File: config.mk
export PLATFORM = sky130hd
export DESIGN_NAME = full_adder_unit
export DESIGN_NICKNAME = d
export VERILOG_FILES = /design/src/rtl/full_adder_unit.sv
export SDC_FILE = /design/constraint.sdc
export NUM_CORES = 1
export LEC_CHECK = 0
export CAP_MARGIN = 15
export CORE_AREA = 2 2 39 41
export CTS_BUF_LIST = sky130_fd_sc_hd__clkbuf_4 sky130_fd_sc_hd__clkbuf_8
export DETAILED_ROUTE_END_ITERATION = 6
export DIE_AREA = 0 0 41 43
export GPL_ROUTABILITY_DRIVEN = 0
export GPL_TIMING_DRIVEN = 0
export PLACE_DENSITY = 0.3
export SLEW_MARGIN = 20
export SYNTH_ARGS = -nofsm -noshare
export SYNTH_HDL_FRONTEND = slang
export SYNTH_SLANG_ARGS = --single-unit
File: constraint.sdc
create_clock -name clk -period 1.2 [get_ports clk]
set_input_delay 0.12 -clock clk [delete_from_list [all_inputs] [get_ports clk]]
set_output_delay 0.12 -clock clk [all_outputs]
set_load 0.01 [all_outputs]
File: src/rtl/full_adder_unit.sv
// Width-parameterizable ripple-carry full adder built from 1-bit cells,
// with an optional single-cycle output register stage.
module full_adder_unit #(
    parameter int WIDTH   = 1,
    parameter int OUT_REG = 1
) (
    input  logic             clk,
    input  logic             rst,
    input  logic             in_valid,
    input  logic [WIDTH-1:0] a,
    input  logic [WIDTH-1:0] b,
    input  logic             cin,
    output logic [WIDTH-1:0] s,
    output logic             cout,
    output logic             out_valid
);

    // One full-adder cell: returns {carry_out, sum}.
    function automatic logic [1:0] fa_cell(input logic ai, input logic bi, input logic ci);
        logic v_p;
        v_p     = ai ^ bi;
        fa_cell = {(ai & bi) | (ci & v_p), v_p ^ ci};
    endfunction

    logic [WIDTH-1:0] w_sum;
    logic             w_cout;

    // Ripple the carry through every cell within one cycle.
    always_comb begin : p_chain
        logic       v_carry;
        logic [1:0] v_cell;
        w_sum   = {WIDTH{1'b0}};
        v_carry = cin;
        v_cell  = 2'b00;
        for (int i = 0; i < WIDTH; i++) begin
            v_cell   = fa_cell(a[i], b[i], v_carry);
            w_sum[i] = v_cell[0];
            v_carry  = v_cell[1];
        end
        w_cout = v_carry;
    end

    generate
        if (OUT_REG != 0) begin : g_reg
            logic [WIDTH-1:0] r_s;
            logic             r_cout;
            logic             r_valid;

            // Result register: reset wins over in_valid; idle cycles keep the last result.
            always_ff @(posedge clk) begin
                if (rst) begin
                    r_s     <= {WIDTH{1'b0}};
                    r_cout  <= 1'b0;
                    r_valid <= 1'b0;
                end else if (in_valid) begin
                    r_s     <= w_sum;
                    r_cout  <= w_cout;
                    r_valid <= 1'b1;
                end else begin
                    r_valid <= 1'b0;
                end
            end

            assign s         = r_s;
            assign cout      = r_cout;
            assign out_valid = r_valid;
        end else begin : g_comb
            // Datapath is purely combinational; only the valid flag sees rst.
            assign s         = w_sum;
            assign cout      = w_cout;
            assign out_valid = in_valid & ~rst;
        end
    endgenerate

endmodule

-- Yosys cells after proc, flatten, opt, wreduce, memory -nomap -nowiden
Index checks and enable logic that the tools add are counted.
- register bits: 3
- input port bits: 6
- output and inout port bits: 3
- word-level logic and storage cells: 9
- multiplexer cells: 1
- bitwise logic cells: 5
- operator list (kind ; count):
    $and A1 B1 Y1 ; 2
    $xor A1 B1 Y1 ; 2
    $mux W1 ; 1
    $or A1 B1 Y1 ; 1

-- Depth between registers and ports, before layout
Gate-level depths: netlist (run 1).
- depth after elaboration: 3
- gate-level depth with buffers: 3
- mapped depth without buffers: 3

-- Worst setup path after synthesis (run 1)
No wires, ideal clock.
- path type: input to register
- start point: input port a
- end point: register g_reg.r_s, in the netlist s
- library setup time: 0.114 ns
- arrival: 0.741 ns
- required time: 1.086 ns
- setup slack: 0.345 ns
- stages on the path: 3
- path buffers: 0
- cell sequence: fa_1 mux2i_1 nor2_1
- word-level cells in the longest chain between the ends: 2
- RTL lines (what ; RTL line ; RTL):
    start: declaration ; 10 ; input logic [WIDTH-1:0] a,
    $xor A1 B1 Y1 ; 21 ; v_p = ai ^ bi;
    $xor A1 B1 Y1 ; 22 ; fa_cell = {(ai & bi) | (ci & v_p), v_p ^ ci};
    end signal: assignment ; 52 ; r_s <= {WIDTH{1'b0}};
    end signal: assignment ; 56 ; r_s <= w_sum;
    end: declaration ; 45 ; logic [WIDTH-1:0] r_s;
No other way between the ends.
A chain may end at the register's enable or synchronous reset.

-- Worst setup path in the final report (run 1)
- start point: input port a
- end point: register g_reg.r_s, in the netlist s
- word-level cells in the longest chain between the ends: 2
- RTL lines (what ; RTL line ; RTL):
    $xor A1 B1 Y1 ; 21 ;
    $xor A1 B1 Y1 ; 22 ;
    net w_sum ; 25 ; logic [WIDTH-1:0] w_sum;
The timed path passes the listed nets, and every way through them passes these cells.

==> results of run 1 <==
[critical path: stages]
cell	delay, ns
clkdlybuf4s50_1	0.43
fa_1	0.47
mux2i_1	0.14
nor2_1	0.05
[through the flow]
stage / utilization [%] / hold WS [ns]
floorplan: - / 0.192
global placement: 15.5 / 0.483
detailed placement: 15.5 / 0.489
CTS: 17.5 / 0.473
global route: 17.6 / 0.478
finish: 17.6 / 0.472
[cell type report]
cell class	instances	area, µm²
clock buffers	4	30.0
well taps	16	20.0
flip-flops and latches	3	60.1
multi-input cells	6	53.8
fillers	156	1140
repair buffers	8	80.1
[layer usage]
layer	GRT usage, %	up-vias	routed length, µm
met3	5.24	0	62
met2	2.50	9	68
met1	4.82	39	125
met4	6.00	0	0
met5	0	-	0
li1	-	53	-
[final timing paths]
kind         start  slack, ns  endpoint  depth (start not counted)
min            rst       0.47      cout                          2
min reg2reg      s       0.49         s                          2
max reg2reg   cout       0.62      cout                          2
max              a       0.11         s                          4
[cell families (layout without fill, tap and decap cells)]
group	count (synthesis)	after routing	synth area share (%)
mux	2	2	17.6
simple gates	3	3	12.1
flops	3	3	52.7
fa+ha+maj	1	1	17.6
buf+inv	0	12	0
[sequential cells by signal, summed over array words and instances, names as in the netlist]
name and count:
cout 1, out_valid 1, s 1
[power by group]
part / internal, mW / switching, mW / leakage, nW
Combinational: 0.0300 / 0.0170 / 0.0766
Clock: 0.147 / 0.0534 / 0.0184
Sequential: 0.108 / 0.00292 / 0.0249
[repair_timing]
action                                  4_1_cts  5_1_grt
setup buffers                                 0        0
hold endpoints to repair                      0        0
endpoints found under the setup margin        2        1
pin swaps                                     0        0
gates resized for setup                       2        1
cloned                                        0        0
[cell usage in the layout, fill, tap and decap left out, drive strengths merged]
cell,count
clkdlybuf4s50,5
clkbuf,4
dfxtp,3
mux2i,2
nor2,2
dlygate4sd2,2
nor2b,1
fa,1
dlymetal6s2s,1
==> results.md, run 1 <==
- Number of vias per cell: 2.73
- Worst setup margin: 0.114 ns
- Die Ht: 43 µm
- Die ar.: 0.00176 mm²
- Worst Setup End Kind: flop
- Diodes inserted: 0
- Primary FF master, synth: dfxtp_1
- DRC: 0
- Core Area: 0.00138 mm²
- Slew @ Worst Pin: 0.119 ns
- Global-route wire length before repair: 407 µm
- Via count: 101
- Worst vdd ir: 0.323 mV
- Non-Filler Instances: 37
- Number of synthesized flops with an enable pin: 0
- Number of global-route vias before repair: 93
- Synth top area cells: dfxtp_1 53%, fa_1 18%, mux2i_1 18%
- Required time of the worst setup path: 1.32 ns
- Yosys top cell by area: dfxtp_1
- Row cnt: 14
- Flops & latches, synth: 3
- Total power: 358 µW
- Cts hold-fix bufs: 0
- Worst-Skew Late Latency: 0.23 ns
- GRT Util Overall: 4.22%
- Wire length per cell: 6.92 µm
- Count leader, synth: dfxtp_1
- TNS Setup: 0 ns
- Grt ovf: 0
- Count of input and output buffers: 8
- Critical path class: in2reg
- Die extent in x: 41 µm
- Synth Instances: 9
- Synth top area share: 52.7%
- RSZ-0062 raised after global routing: no
- Hold crit path type: in2reg
- WL final: 256 µm
- Layout cell share with drive strength beyond 1: 19.0%
- Syn_area_per_cell: 12.7 µm²
- Cell Area, Placed: 214 µm²
- Initial antenna violation count: 0
- Total number of yosys warnings: 0
- Initial drt markers: 3
- PD cells: 1470 mW/mm²
- Synth top cells by count: 3 x dfxtp_1, 2 x mux2i_1, 2 x nor2_1, 1 x fa_1, 1 x nor2b_1
- Largest net degree at the start of global routing: 4
- CP Launch Type: primary input
- Area Growth Syn to Fin: 114%
- TritonCTS Buffers: 3
- Worst Path Arrival: 1.21 ns
- Placement Setup Slack: -0.135 ns
- CTS tree: yes
- Endpoints failing hold: 0
- Minimum clock period: 1.09 ns
- Register area share after synthesis: 52.7%
- CP max FO: 1
- Max clock buf depth: 2
- Syn_nets: 16
- Period utilization: 90.5%
- CTS clk-pin slew, worst paths: 0.04 ns
- CTS root buf: clkbuf_4
- Final Max Tran Viols: 0
- Leakage: 0.120 nW
- Inst Count DP: 33
- Cell area after synthesis: 114 µm²
- H-tree lvl count: 1
- Post-route ant nets: 0
- Netlist cell types: 5
- Drt pass-1 iters: 2
- Share of synthesized registers carrying an async set or reset: 0%
- Number of max-cap violations: 0
- Ports: 9
- Setup Viol. Count Final: 0
- Final instance area: 244 µm²
- Status: completed
- Rel. slew slack: 91.9%
- Fmax: 921 MHz
- Starting density of the core: 8.23%
- Clock sink total: 3
- Layout Skew: 0 ns
- Layout Nets: 29
No activity file was read; power rests on OpenSTA's default activity.
==> inputs of run 2 (changes only) <==
Clock period 1.2 ns to 1 ns, I/O delays scaled along.
==> run 2 against run 1 <==
Against the previous run:
- clock power up 20%
- die area unchanged
- sequential share of layout area up 0.78 points
- register-to-register slack worse by 0.20 ns
- global-route usage down 0.20 points
- critical endpoint is now cout
==> results.md, run 2 (synthesis gave the netlist of run 1 again) <==
- Endpoints failing hold: 0
- Grt ovf: 0
- Delay of the slowest critical-path stage: 0.32 ns
- Die Ht: 43 µm
- TritonCTS Buffers: 3
- Global-route wire length before repair: 379 µm
- Starting density of the core: 8.23%
- Period utilization: 92.6%
- Core Area: 0.00138 mm²
- Setup Viol. Count Final: 0
- Worst Path Buf+Inv: 1
- Post-route ant nets: 0
- CTS clk-pin slew, worst paths: 0.04 ns
- Ports: 9
- H-tree lvl count: 1
- Number of global-route vias before repair: 85
- Largest net degree at the start of global routing: 4
- Worst vdd ir: 0.379 mV
- CP Launch Type: flop
- Worst Setup End Kind: primary output
- Layout cell share with drive strength beyond 1: 19.0%
- Slowest cell on the critical path: dfxtp_1
- Area of the multi-input gates: 53.8 µm²
- Clock sink total: 3
- Initial antenna violation count: 0
- Non-Filler Instances: 37
- GRT Util Overall: 4.02%
- Die ar.: 0.00176 mm²
- CP max FO: 2
- PD cells: 1800 mW/mm²
- Status: completed
- Filler Cell Count: 157
- Max clock buf depth: 2
- Hold crit path type: in2reg
- Fmax: 1080 MHz
- Wire length per cell: 6.86 µm
- Cts hold-fix bufs: 0
- CTS tree: yes
- Worst-Skew Late Latency: 0.23 ns
- CP top delay family: flip-flops
- Die extent in x: 41 µm
- DRC: 0
- Required time of the worst setup path: 0.90 ns
- Layout Skew: 0 ns
- CP cell instances: dlygate4sd2_1
- WL final: 254 µm
- Final instance area: 236 µm²
- Number of vias per cell: 2.73
- Minimum clock period: 0.926 ns
- Layout Nets: 29
- Rel. slew slack: 91.9%
- Leakage: 0.113 nW
- Storage element area: 60.1 µm²
- Slew @ Worst Pin: 0.119 ns
- Critical path class: reg2out
- Inst Count DP: 33
- Area Growth Syn to Fin: 108%
- Number of max-cap violations: 0
- Row cnt: 14
- Commonest non-fill, non-tap cell in the layout: dlygate4sd2_1
- Diodes inserted: 0
- Final Max Tran Viols: 0
- Count of input and output buffers: 8
- RSZ-0062 raised after global routing: no
- Via count: 101
- Most frequent cells in the layout: 6 x dlygate4sd2_1, 4 x clkbuf_4, 3 x dfxtp_1
- CTS root buf: clkbuf_4
- Cell Area, Placed: 214 µm²
- Worst Path Arrival: 0.83 ns
- Postcts setup bufs: 0
- Drt pass-1 iters: 2
- Initial drt markers: 3
-- run 2: changes by cell type in the layout (fill, tap and decap cells not counted), sizes merged --
cell,before,now
dlygate4sd2,2,6
dlymetal6s2s,1,0
clkdlybuf4s50,5,2
-- run 2: routing by layer --
| metal | global-route usage, % | part of all wire [%] |
|---|---|---|
| met5 | 0 | 0 |
| met4 | 6.00 | 0 |
| met3 | 5.24 | 24 |
| met2 | 1.88 | 26 |
| met1 | 4.82 | 50 |
-- run 2: power by group --
group | switching [mW] | leakage, nW | total [mW] | internal [mW]
sequential | 0.00353 | 0.0249 | 0.133 | 0.129
combinational | 0.0204 | 0.0698 | 0.0512 | 0.0308
clock | 0.0641 | 0.0184 | 0.241 | 0.177
-- run 2: final cells by class --
cell class | count | share of cell area, %
Clock buffer | 4 | 12.7
Multi-Input combinational cell | 6 | 22.8
Tap cell | 16 | 8.47
Timing Repair Buffer | 8 | 30.7
Sequential cell | 3 | 25.4
-- run 2: per-stage QoR --
step / hold WS (ns) / power, mW / util, % / setup TNS, ns / setup WS, ns
finish: 0.408 / 0.424 / 17.1 / 0 / 0.0740
global route: 0.455 / 0.453 / 17.1 / 0 / 0.0276
CTS: 0.409 / 0.436 / 17.1 / 0 / 0.0582
detailed placement: 0.489 / 0.197 / 15.5 / -0.583 / -0.315
global placement: 0.483 / 0.198 / 15.5 / -0.579 / -0.313
floorplan: 0.172 / 0.153 / - / 0 / 0.165
-- run 2: worst paths after layout --
| path | start | to | slack [ns] | depth (start not counted) |
|---|---|---|---|---|
| hold / removal | b | s | 0.41 | 4 |
| setup reg to reg | cout | cout | 0.42 | 2 |
| hold reg to reg | s | s | 0.49 | 2 |
| setup / recovery | cout | cout | 0.07 | 1 |
-- run 2: what timing repair did --
item,in CTS,in global routing
gates resized for setup,6,0
endpoints found under the setup margin,5,0
hold endpoints to repair,0,0
